$ cat config.mk
export PLATFORM = sky130hd
export DESIGN_NAME = dcache_store_port
export DESIGN_NICKNAME = d
export VERILOG_FILES = /design/src/rtl/dcache_pkg.sv /design/src/rtl/dcache_way_match.sv /design/src/rtl/dcache_store_port.sv
export SDC_FILE = /design/constraint.sdc
export NUM_CORES = 1
export LEC_CHECK = 0
export CAP_MARGIN = 5
export CELL_PAD_IN_SITES_DETAIL_PLACEMENT = 1
export CELL_PAD_IN_SITES_GLOBAL_PLACEMENT = 1
export CORE_UTILIZATION = 28
export CTS_BUF_LIST = sky130_fd_sc_hd__clkbuf_8
export DETAILED_ROUTE_END_ITERATION = 8
export PLACE_DENSITY = 0.82
export SYNTH_ARGS = -nofsm -noshare
export SYNTH_HDL_FRONTEND = slang
export SYNTH_HIERARCHICAL = 1
export SYNTH_SLANG_ARGS = --single-unit
export TNS_END_PERCENT = 5
$ cat constraint.sdc
create_clock -name cpu_clk_i -period 1.9 [get_ports cpu_clk_i]
set_clock_uncertainty 0.05 [all_clocks]
set_input_delay 0.19 -clock cpu_clk_i [delete_from_list [all_inputs] [get_ports cpu_clk_i]]
set_output_delay 0.19 -clock cpu_clk_i [all_outputs]
set_load 0.005 [all_outputs]
$ cat src/rtl/dcache_pkg.sv
// Shared L1 D-cache definitions: geometry, store-port state encoding and
// word-address field extraction used by the store port, load pipe and refill unit.
package dcache_pkg;

    localparam int unsigned DC_PHYS       = 32;
    localparam int unsigned DC_SET_BITS   = 6;
    localparam int unsigned DC_WORD_BITS  = 2;
    localparam int unsigned DC_WAYS       = 2;
    localparam int unsigned DC_WADDR_W    = DC_PHYS - 2;
    localparam int unsigned DC_TAGW       = DC_PHYS - 2 - DC_SET_BITS - DC_WORD_BITS;
    localparam int unsigned DC_LINE_BYTES = 4 << DC_WORD_BITS;

    typedef enum logic [2:0] {
        IDLE,
        TAGREQ,
        TAGCMP,
        BUSREQ,
        BUSWAIT,
        DONE
    } store_state_e;

    typedef logic [DC_WADDR_W-1:0] waddr_t;

    function automatic logic [DC_TAGW-1:0] addr_tag(input waddr_t a);
        return a[DC_WADDR_W-1 -: DC_TAGW];
    endfunction

    function automatic logic [DC_SET_BITS-1:0] addr_index(input waddr_t a);
        return a[DC_WORD_BITS +: DC_SET_BITS];
    endfunction

    function automatic logic [DC_WORD_BITS-1:0] addr_word(input waddr_t a);
        return a[DC_WORD_BITS-1:0];
    endfunction

endpackage

$ cat src/rtl/dcache_way_match.sv
// Parallel tag compare across all ways of one set: one-hot hit vector plus any-hit.
module dcache_way_match
    import dcache_pkg::*;
#(
    parameter int unsigned WAYS = DC_WAYS,
    parameter int unsigned TAGW = DC_TAGW
) (
    input  logic [WAYS*TAGW-1:0] tags,
    input  logic [WAYS-1:0]      valid,
    input  logic [TAGW-1:0]      tag,
    output logic [WAYS-1:0]      hit_vec,
    output logic                 any_hit
);

    always_comb begin
        hit_vec = '0;
        for (int unsigned w = 0; w < WAYS; w++) begin
            hit_vec[w] = valid[w] && (tags[w*TAGW +: TAGW] == tag);
        end
    end

    assign any_hit = |hit_vec;

endmodule

$ cat src/rtl/dcache_store_port.sv
// Store-buffer drain responder: tag lookup, write-through data update on hit, bus write.
// Define STORE_POSTED_WRITE_EN to retire stores on bus grant with up to 3 writes outstanding.
module dcache_store_port
    import dcache_pkg::*;
#(
    parameter int unsigned PHYS      = DC_PHYS,
    parameter int unsigned SET_BITS  = DC_SET_BITS,
    parameter int unsigned WORD_BITS = DC_WORD_BITS,
    parameter int unsigned WAYS      = DC_WAYS
) (
    input  logic                                 cpu_clk_i,
    input  logic                                 cpu_rst_i,
    input  logic                                 store_valid_i,
    input  logic [PHYS-3:0]                      store_address_i,
    input  logic [31:0]                          store_data_i,
    input  logic [3:0]                           store_bm_i,
    output logic                                 cache_done_o,
    output logic                                 tag_rd_en_o,
    input  logic                                 tag_rd_gnt_i,
    output logic [SET_BITS-1:0]                  tag_rd_idx_o,
    input  logic [WAYS*(PHYS-2-SET_BITS-WORD_BITS)-1:0] tag_rd_tags_i,
    input  logic [WAYS-1:0]                      tag_rd_valid_i,
    output logic                                 data_wr_en_o,
    output logic [WAYS-1:0]                      data_wr_way_o,
    output logic [SET_BITS+WORD_BITS-1:0]        data_wr_idx_o,
    output logic [31:0]                          data_wr_data_o,
    output logic [3:0]                           data_wr_bm_o,
    output logic                                 mem_req_o,
    output logic [PHYS-3:0]                      mem_addr_o,
    output logic [31:0]                          mem_data_o,
    output logic [3:0]                           mem_bm_o,
    input  logic                                 mem_gnt_i,
    input  logic                                 mem_ack_i,
    output logic                                 mem_idle_o
);

    localparam int unsigned AW   = PHYS - 2;
    localparam int unsigned TAGW = PHYS - 2 - SET_BITS - WORD_BITS;

    store_state_e    state;
    logic [AW-1:0]   req_addr;
    logic [31:0]     req_data;
    logic [3:0]      req_bm;
    logic [WAYS-1:0] hit_vec;
    logic            any_hit;
    logic            can_launch;

    dcache_way_match #(
        .WAYS (WAYS),
        .TAGW (TAGW)
    ) u_way_match (
        .tags    (tag_rd_tags_i),
        .valid   (tag_rd_valid_i),
        .tag     (req_addr[AW-1 -: TAGW]),
        .hit_vec (hit_vec),
        .any_hit (any_hit)
    );

`ifdef STORE_POSTED_WRITE_EN
    logic [1:0] out_cnt;

    // Grant and ack in the same cycle belong to different writes and cancel out.
    always_ff @(posedge cpu_clk_i) begin
        if (cpu_rst_i) begin
            out_cnt <= '0;
        end else begin
            case ({mem_req_o && mem_gnt_i, mem_ack_i})
                2'b10:   out_cnt <= out_cnt + 2'd1;
                2'b01:   out_cnt <= out_cnt - 2'd1;
                default: out_cnt <= out_cnt;
            endcase
        end
    end

    assign can_launch = (out_cnt != 2'd3);
    assign mem_idle_o = (out_cnt == 2'd0);
`else
    assign can_launch = 1'b1;
    assign mem_idle_o = (state == IDLE);
`endif

    always_ff @(posedge cpu_clk_i) begin
        if (cpu_rst_i) begin
            state         <= IDLE;
            cache_done_o  <= 1'b0;
            tag_rd_en_o   <= 1'b0;
            data_wr_en_o  <= 1'b0;
            data_wr_way_o <= '0;
            mem_req_o     <= 1'b0;
            req_addr      <= '0;
            req_data      <= '0;
            req_bm        <= '0;
        end else begin
            cache_done_o <= 1'b0;
            data_wr_en_o <= 1'b0;
            case (state)
                IDLE: begin
                    if (store_valid_i && !cache_done_o && can_launch) begin
                        req_addr    <= store_address_i;
                        req_data    <= store_data_i;
                        req_bm      <= store_bm_i;
                        tag_rd_en_o <= 1'b1;
                        state       <= TAGREQ;
                    end
                end
                TAGREQ: begin
                    if (tag_rd_gnt_i) begin
                        tag_rd_en_o <= 1'b0;
                        state       <= TAGCMP;
                    end
                end
                TAGCMP: begin
                    data_wr_en_o  <= any_hit;
                    data_wr_way_o <= hit_vec;
                    mem_req_o     <= 1'b1;
                    state         <= BUSREQ;
                end
                BUSREQ: begin
                    if (mem_gnt_i) begin
                        mem_req_o <= 1'b0;
`ifdef STORE_POSTED_WRITE_EN
                        cache_done_o <= 1'b1;
                        state        <= DONE;
`else
                        if (mem_ack_i) begin
                            cache_done_o <= 1'b1;
                            state        <= DONE;
                        end else begin
                            state <= BUSWAIT;
                        end
`endif
                    end
                end
                BUSWAIT: begin
                    if (mem_ack_i) begin
                        cache_done_o <= 1'b1;
                        state        <= DONE;
                    end
                end
                DONE: begin
                    state <= IDLE;
                end
                default: begin
                    state <= IDLE;
                end
            endcase
        end
    end

    // A line may live in at most one way; multiple matches mean corrupted tags.
    always_ff @(posedge cpu_clk_i) begin
        if (!cpu_rst_i && state == TAGCMP) begin
            assert ($onehot0(hit_vec));
        end
    end

    assign tag_rd_idx_o   = req_addr[WORD_BITS +: SET_BITS];
    assign data_wr_idx_o  = req_addr[SET_BITS+WORD_BITS-1:0];
    assign data_wr_data_o = req_data;
    assign data_wr_bm_o   = req_bm;
    assign mem_addr_o     = req_addr;
    assign mem_data_o     = req_data;
    assign mem_bm_o       = req_bm;

endmodule

==> results of run 1 <==
==> power groups by stage <==
stage | Sequential (mW) | Combinational (mW) | Clock, mW
6_report | 1.91 | 1.37 | 1.08
5_1_grt | 1.93 | 1.47 | 1.21
4_1_cts | 1.91 | 1.39 | 1.15
3_5_place_dp | 1.94 | 1.39 | 0
3_3_place_gp | 1.93 | 1.36 | 0
2_1_floorplan | 1.89 | 0.721 | 0
==> stage by stage <==
stage | power (mW) | instances | setup TNS (ns) | hold slack [ns] | cell area (µm²)
2_1_floorplan | 2.614 | 439 | 0 | 0.2617 | 4257
3_3_place_gp | 3.288 | 792 | -0.01490 | 0.4223 | 6402
3_5_place_dp | 3.329 | 792 | -0.05015 | 0.4375 | 6402
4_1_cts | 4.450 | 807 | 0 | 0.2163 | 6563
5_1_grt | 4.610 | 807 | 0 | 0.2631 | 6563
6_report | 4.354 | 807 | 0 | 0.2248 | 6563
==> worst max-delay path by stage <==
| stage | cells past startpoint | from | to | slack [ns] |
|---|---|---|---|---|
| after floorplan | 7 | state[2] | data_wr_data_o[10] | 0.45 |
| after global placement | 7 | tag_rd_tags_i[42] | data_wr_en_o | -0.01 |
| after detailed placement | 7 | tag_rd_tags_i[20] | data_wr_en_o | -0.05 |
| after CTS | 2 | state[2] | mem_idle_o | 0.07 |
| after global routing | 2 | state[2] | mem_idle_o | 0.02 |
| final | 2 | state[2] | mem_idle_o | 0.12 |
==> final cells by class <==
cell class | count | area [µm²] | share of cell area, %
clock inverter | 5 | 22.52 | 0.3432
multi-input combinational | 288 | 2198 | 33.50
tap | 184 | 230.2 | 3.508
sequential | 75 | 1501 | 22.88
timing repair buffer | 245 | 2472 | 37.67
clock buffer | 10 | 137.6 | 2.097
==> cells by family after synthesis <==
kind of cell	synth area share, %
muxes	15.99
and+or+nand+nor	25.22
AOI/OAI and AO/OA	1.294
xor gates and xnor gates	9.054
buffers and inverters	13.17
DFF	35.27
==> state kept, by name, summed over array words and instances, names as in the netlist <==
| name | flops |
|---|---|
| data_wr_bm_o | 4 |
| data_wr_data_o | 32 |
| tag_rd_en_o | 1 |
| data_wr_en_o | 1 |
| state | 3 |
| mem_addr_o | 30 |
| cache_done_o | 1 |
| data_wr_way_o | 2 |
| mem_req_o | 1 |
==> layer usage <==
layer	global-route usage (%)	part of all wire (%)
met1	17.42	39
met2	30.53	52
met3	5.049	7.4
met4	6.313	1.7
met5	0	0
==> placed cells by master (no fill, tap or decap), types with 3 or more instances in the layout <==
cell / synthesis / final
nor4_1: 6 / 6
clkbuf_8: 0 / 10
xor2_1: 30 / 30
buf_12: 3 / 3
nand2b_1: 132 / 132
dfxtp_1: 75 / 75
clkinv_2: 0 / 3
mux2i_1: 68 / 68
nor3_1: 3 / 3
nand4_1: 6 / 6
a21oi_1: 4 / 4
clkdlybuf4s50_1: 0 / 239
xnor2_1: 14 / 14
nor2_1: 4 / 4
==> flow_summary.ini, run 1 <==
[timing]
setup_viol = 0
hold_violations = 0
rsz0062_at_grt = no
slew_viol_final = 0
relSlewSlack_pct = 69.88
fin_ws_ns = 0.1211
fin_crit_sh_pct = 93.63
worstMarginPinSlew_ns = 0.4518
period_needed_ns = 1.779
fmax_ghz = 0.5621

[clocking]
clkTransAtPathRegs_ns = 0.07
cts_inserted_buffers = 9
ctsHtreeMaxLevel = 3
cts_tree = done
hold_buffers = 0
clock_latency_ns = 0.35
clockBufferDepth = 2
post_cts_resized = 0
cts.sink_count = 75
cts_root_buffer = clkbuf_8
post_cts_buffers = 0

[synth]
yosysWarnings = 6
synthCells = 439
synthArstFlopShare_pct = 0
syn_area_per_cell_um2 = 9.696
synthFlopType = dfxtp_1
ys_seq_area_share_pct = 35.27
ys_types = 32
ys_top_cells_by_area = dfxtp_1, nand2b_1, mux2i_1
synth_top_cell_by_area = dfxtp_1
synth_fp_nets = 557
synth.most_common_cell = nand2b_1
synth_seq_cells = 75
synth_edf_count = 0
synth_area_um2 = 4257
netlist.area_leader.share_pct = 35.27
synth_common_cells = nand2b_1, dfxtp_1, mux2i_1

[outcome]
violations = DRC
outcome = complete, but fails checks

[min_path]
whs_path_depth = 2
min_from = cpu_rst_i
min_path_type = primary input to flip-flop
min_to = mem_req_o

[worst_setup_path]
cpMaxStageDelayCell = clkdlybuf4s50_1
critical_path_buf_inv_count = 1
arrival_ns = 1.54
max_stage_delay_ns = 0.54
ff2ff_path_depth = 6
worstPathCellList = nor3_4 -> clkdlybuf4s50_1
r2r-end = data_wr_en_o
critPathMaxFanout = 10
rrSetupSlack_ns = 0.18
cp-end-kind = primary output
start_kind = flip-flop
required_ns = 1.66
worst-setup-path-type = flip-flop to primary output
cp_top_family = buffers and inverters
reg2reg_from = mem_addr_o[15]

[floorplan]
dieArea_um2 = 15700
die_w_um = 125.3
die_h_um = 125.3
core_um2 = 14700
initial_utilization_pct = 28.96
rows = 44
num_io_pins = 241

[detailed_routing]
route.vias.total = 3608
initialDrtViolationCount = 113
drt_wl_total_um = 12820
vias_per_cell = 4.471
drc = 15
ant_nets = 0
drt_pass1_iterations = 8
wl_per_cell_um = 15.88

[placement]
post-place-ws_ns = -0.05015
dp_hpwl_um = 10070
gp_congestion = 0.8328
io_buffers = 240

[power_and_ir_drop]
switching_power_mw = 1.228
p_leak_nw = 2.471
pwr-share-comb_pct = 31.5
ir_drop_v = 0.0003629
p_seq_share_pct = 43.8
powerDensity_nw_per_um2 = 663.4
power_frac_clock_pct = 24.8
p_int_mw = 3.125
swShare_pct = 28.22

[global_route]
grt_first_pass_wirelength_um = 20340
grt_max_degree = 75
grt_pass1_vias = 3882
antenna_found_initial = 0
track_usage_pct = 16.49
grt-ovfl-total = 0

[finish]
drive_gt1_share_pct = 4.173
num-fill-cells = 1643
fin_util_pct = 44.65
nNetsFinal = 737
areaGrowthSynthToFinish_pct = 54.17
num_antenna_cells = 0

[flow_run]
maxCapViolCount = 0
(Power assumes the default switching activity.)
==> inputs of run 2 (changes only) <==
Settings changed: CORE_UTILIZATION 28 to 47, CTS_CLUSTER_SIZE from default to 40, DONT_BUFFER_PORTS from default to 1.
==> run 2 against run 1 <==
Global-route usage increased by 8.2 points. Critical path depth increased by 4. Sequential power increased by 3%. Final cell count decreased by 30%. Worst setup slack improved by 0.014 ns. Highest routed layer unchanged. Register-to-register slack got worse by 0.04 ns. The flow now finishes without violations.
==> flow_summary.ini, run 2 (synthesis results as in run 1) <==
[outcome]
outcome = complete, no violations

[timing]
setup_viol = 0
hold_violations = 0
relSlewSlack_pct = 56.67
period_needed_ns = 1.765
rsz0062_at_grt = no
fmax_ghz = 0.5667
fin_ws_ns = 0.1355
fin_crit_sh_pct = 92.87
worstMarginPinSlew_ns = 0.6478
slew_viol_final = 0
tns_ns = 0

[clocking]
cts_inserted_buffers = 9
clock_latency_ns = 0.34
ctsHtreeMaxLevel = 3
clkTransAtPathRegs_ns = 0.09
clockBufferDepth = 2
post_cts_buffers = 0
cts_root_buffer = clkbuf_8
cts.sink_count = 75
cts_tree = done

[finish]
drive_gt1_share_pct = 5.947
layout.cells.most_common = nand2b_1
nNetsFinal = 567
fin_cells = 562
areaGrowthSynthToFinish_pct = 13.67
num_antenna_cells = 0
largest_register_ffs = 32
final_cell_mix = nand2b_1, dfxtp_1, dlygate4sd3_1, mux2i_1, xor2_1

[worst_setup_path]
required_ns = 2.13
r2r-end = data_wr_en_o
rrSetupSlack_ns = 0.14
arrival_ns = 1.99
critPathMaxFanout = 4
ff2ff_path_depth = 6
reg2reg_from = mem_addr_o[28]
start_kind = flip-flop
cp-end-kind = flip-flop
worst-setup-path-type = flip-flop to flip-flop

[detailed_routing]
drt_pass1_iterations = 4
route.vias.total = 3026
drc = 0
drt_wl_total_um = 11790
initialDrtViolationCount = 60
wl_per_cell_um = 20.98
vias_per_cell = 5.384
ant_nets = 0

[power_and_ir_drop]
power_frac_clock_pct = 32.1
ir_drop_v = 0.0003906
swShare_pct = 30.16
powerDensity_nw_per_um2 = 824.5
pwr-share-comb_pct = 18.8
p_leak_nw = 1.876
p_seq_share_pct = 49.1
switching_power_mw = 1.203
p_int_mw = 2.786

[floorplan]
die_w_um = 97.17
dieArea_um2 = 9441
core_um2 = 8763
die_h_um = 97.17
initial_utilization_pct = 48.57
rows = 34
num_io_pins = 241

[global_route]
track_usage_pct = 24.69
grt_first_pass_wirelength_um = 18230
grt_pass1_vias = 3354
grt-ovfl-total = 0
grt_max_degree = 120
antenna_found_initial = 0

[min_path]
whs_path_depth = 2
min_path_type = primary input to flip-flop
min_to = data_wr_data_o[7]
min_from = cpu_rst_i

[placement]
gp_congestion = 0.7670
post-place-ws_ns = 0.2409
io_buffers = 0
dp.cells = 473
dp_hpwl_um = 6757

[flow_run]
maxCapViolCount = 0
run 2: cell count changes in the layout (fill, tap and decap cells not counted), moves of 2 or more:
cell,before,now
nor4_2,0,2
clkinv_2,3,0
nor4_1,6,4
clkinvlp_4,0,3
clkdlybuf4s50_1,239,0
buf_4,2,0
dlygate4sd3_1,0,72
run 2: power by group through the flow:
| stage | registers, mW | logic (mW) | clock network (mW) |
|---|---|---|---|
| after floorplan | 1.89 | 0.721 | 0 |
| after global placement | 1.99 | 0.542 | 0 |
| after detailed placement | 2.00 | 0.565 | 0 |
| after CTS | 1.96 | 0.723 | 1.31 |
| after global routing | 1.99 | 0.811 | 1.38 |
| final | 1.96 | 0.748 | 1.28 |
run 2: repair_timing:
item	4_1_cts	5_1_grt
gates resized for setup	0	2
hold endpoints to repair	75	3
hold buffers	71	2
endpoints found under the setup margin	0	2
run 2: routing by layer:
metal | wire (µm) | up-vias | GRT usage [%]
met1 | 4526 | 1460 | 26.25
met2 | 6288 | 157 | 46.53
met5 | 0 | - | 0
met3 | 833 | 14 | 7.482
met4 | 144 | 0 | 7.003
li1 | - | 1395 | -
run 2: critical path, stage by stage (launching register included):
cell	delay (ns)
dfxtp_1	0.48
xor2_1	0.13
nor4_1	0.37
nand4_1	0.21
nor3_2	0.20
or2_1	0.13
and3b_1	0.14
run 2: through the flow:
stage | total power [mW] | util, % | area (µm²) | hold slack (ns)
after floorplan | 2.614 | - | 4257 | 0.2617
after global placement | 2.529 | 44.22 | 3875 | 0.2301
after detailed placement | 2.560 | 44.22 | 3875 | 0.2332
after CTS | 3.991 | 54.84 | 4806 | 0.000003830
after global routing | 4.182 | 55.21 | 4838 | 0.004628
final | 3.989 | 55.21 | 4838 | 0.01453
run 2: how the worst max path moves through the flow:
stage | start | end | slack, ns | depth (start not counted)
2_1_floorplan | state[2] | data_wr_data_o[10] | 0.45 | 7
5_1_grt | mem_addr_o[28] | data_wr_en_o | 0.01 | 6
4_1_cts | mem_addr_o[14] | data_wr_en_o | 0.23 | 6
3_5_place_dp | mem_addr_o[14] | data_wr_en_o | 0.24 | 6
3_3_place_gp | mem_addr_o[14] | data_wr_en_o | 0.25 | 6
6_report | mem_addr_o[28] | data_wr_en_o | 0.14 | 6
run 2: area by class of cell:
type                       count  area (µm²)
tap                          108       135.1
timing repair buffer          75       788.3
clock inverter                 6       65.06
fill                         946        3925
sequential                    75        1501
multi-input combinational    288        2211
clock buffer                  10       137.6
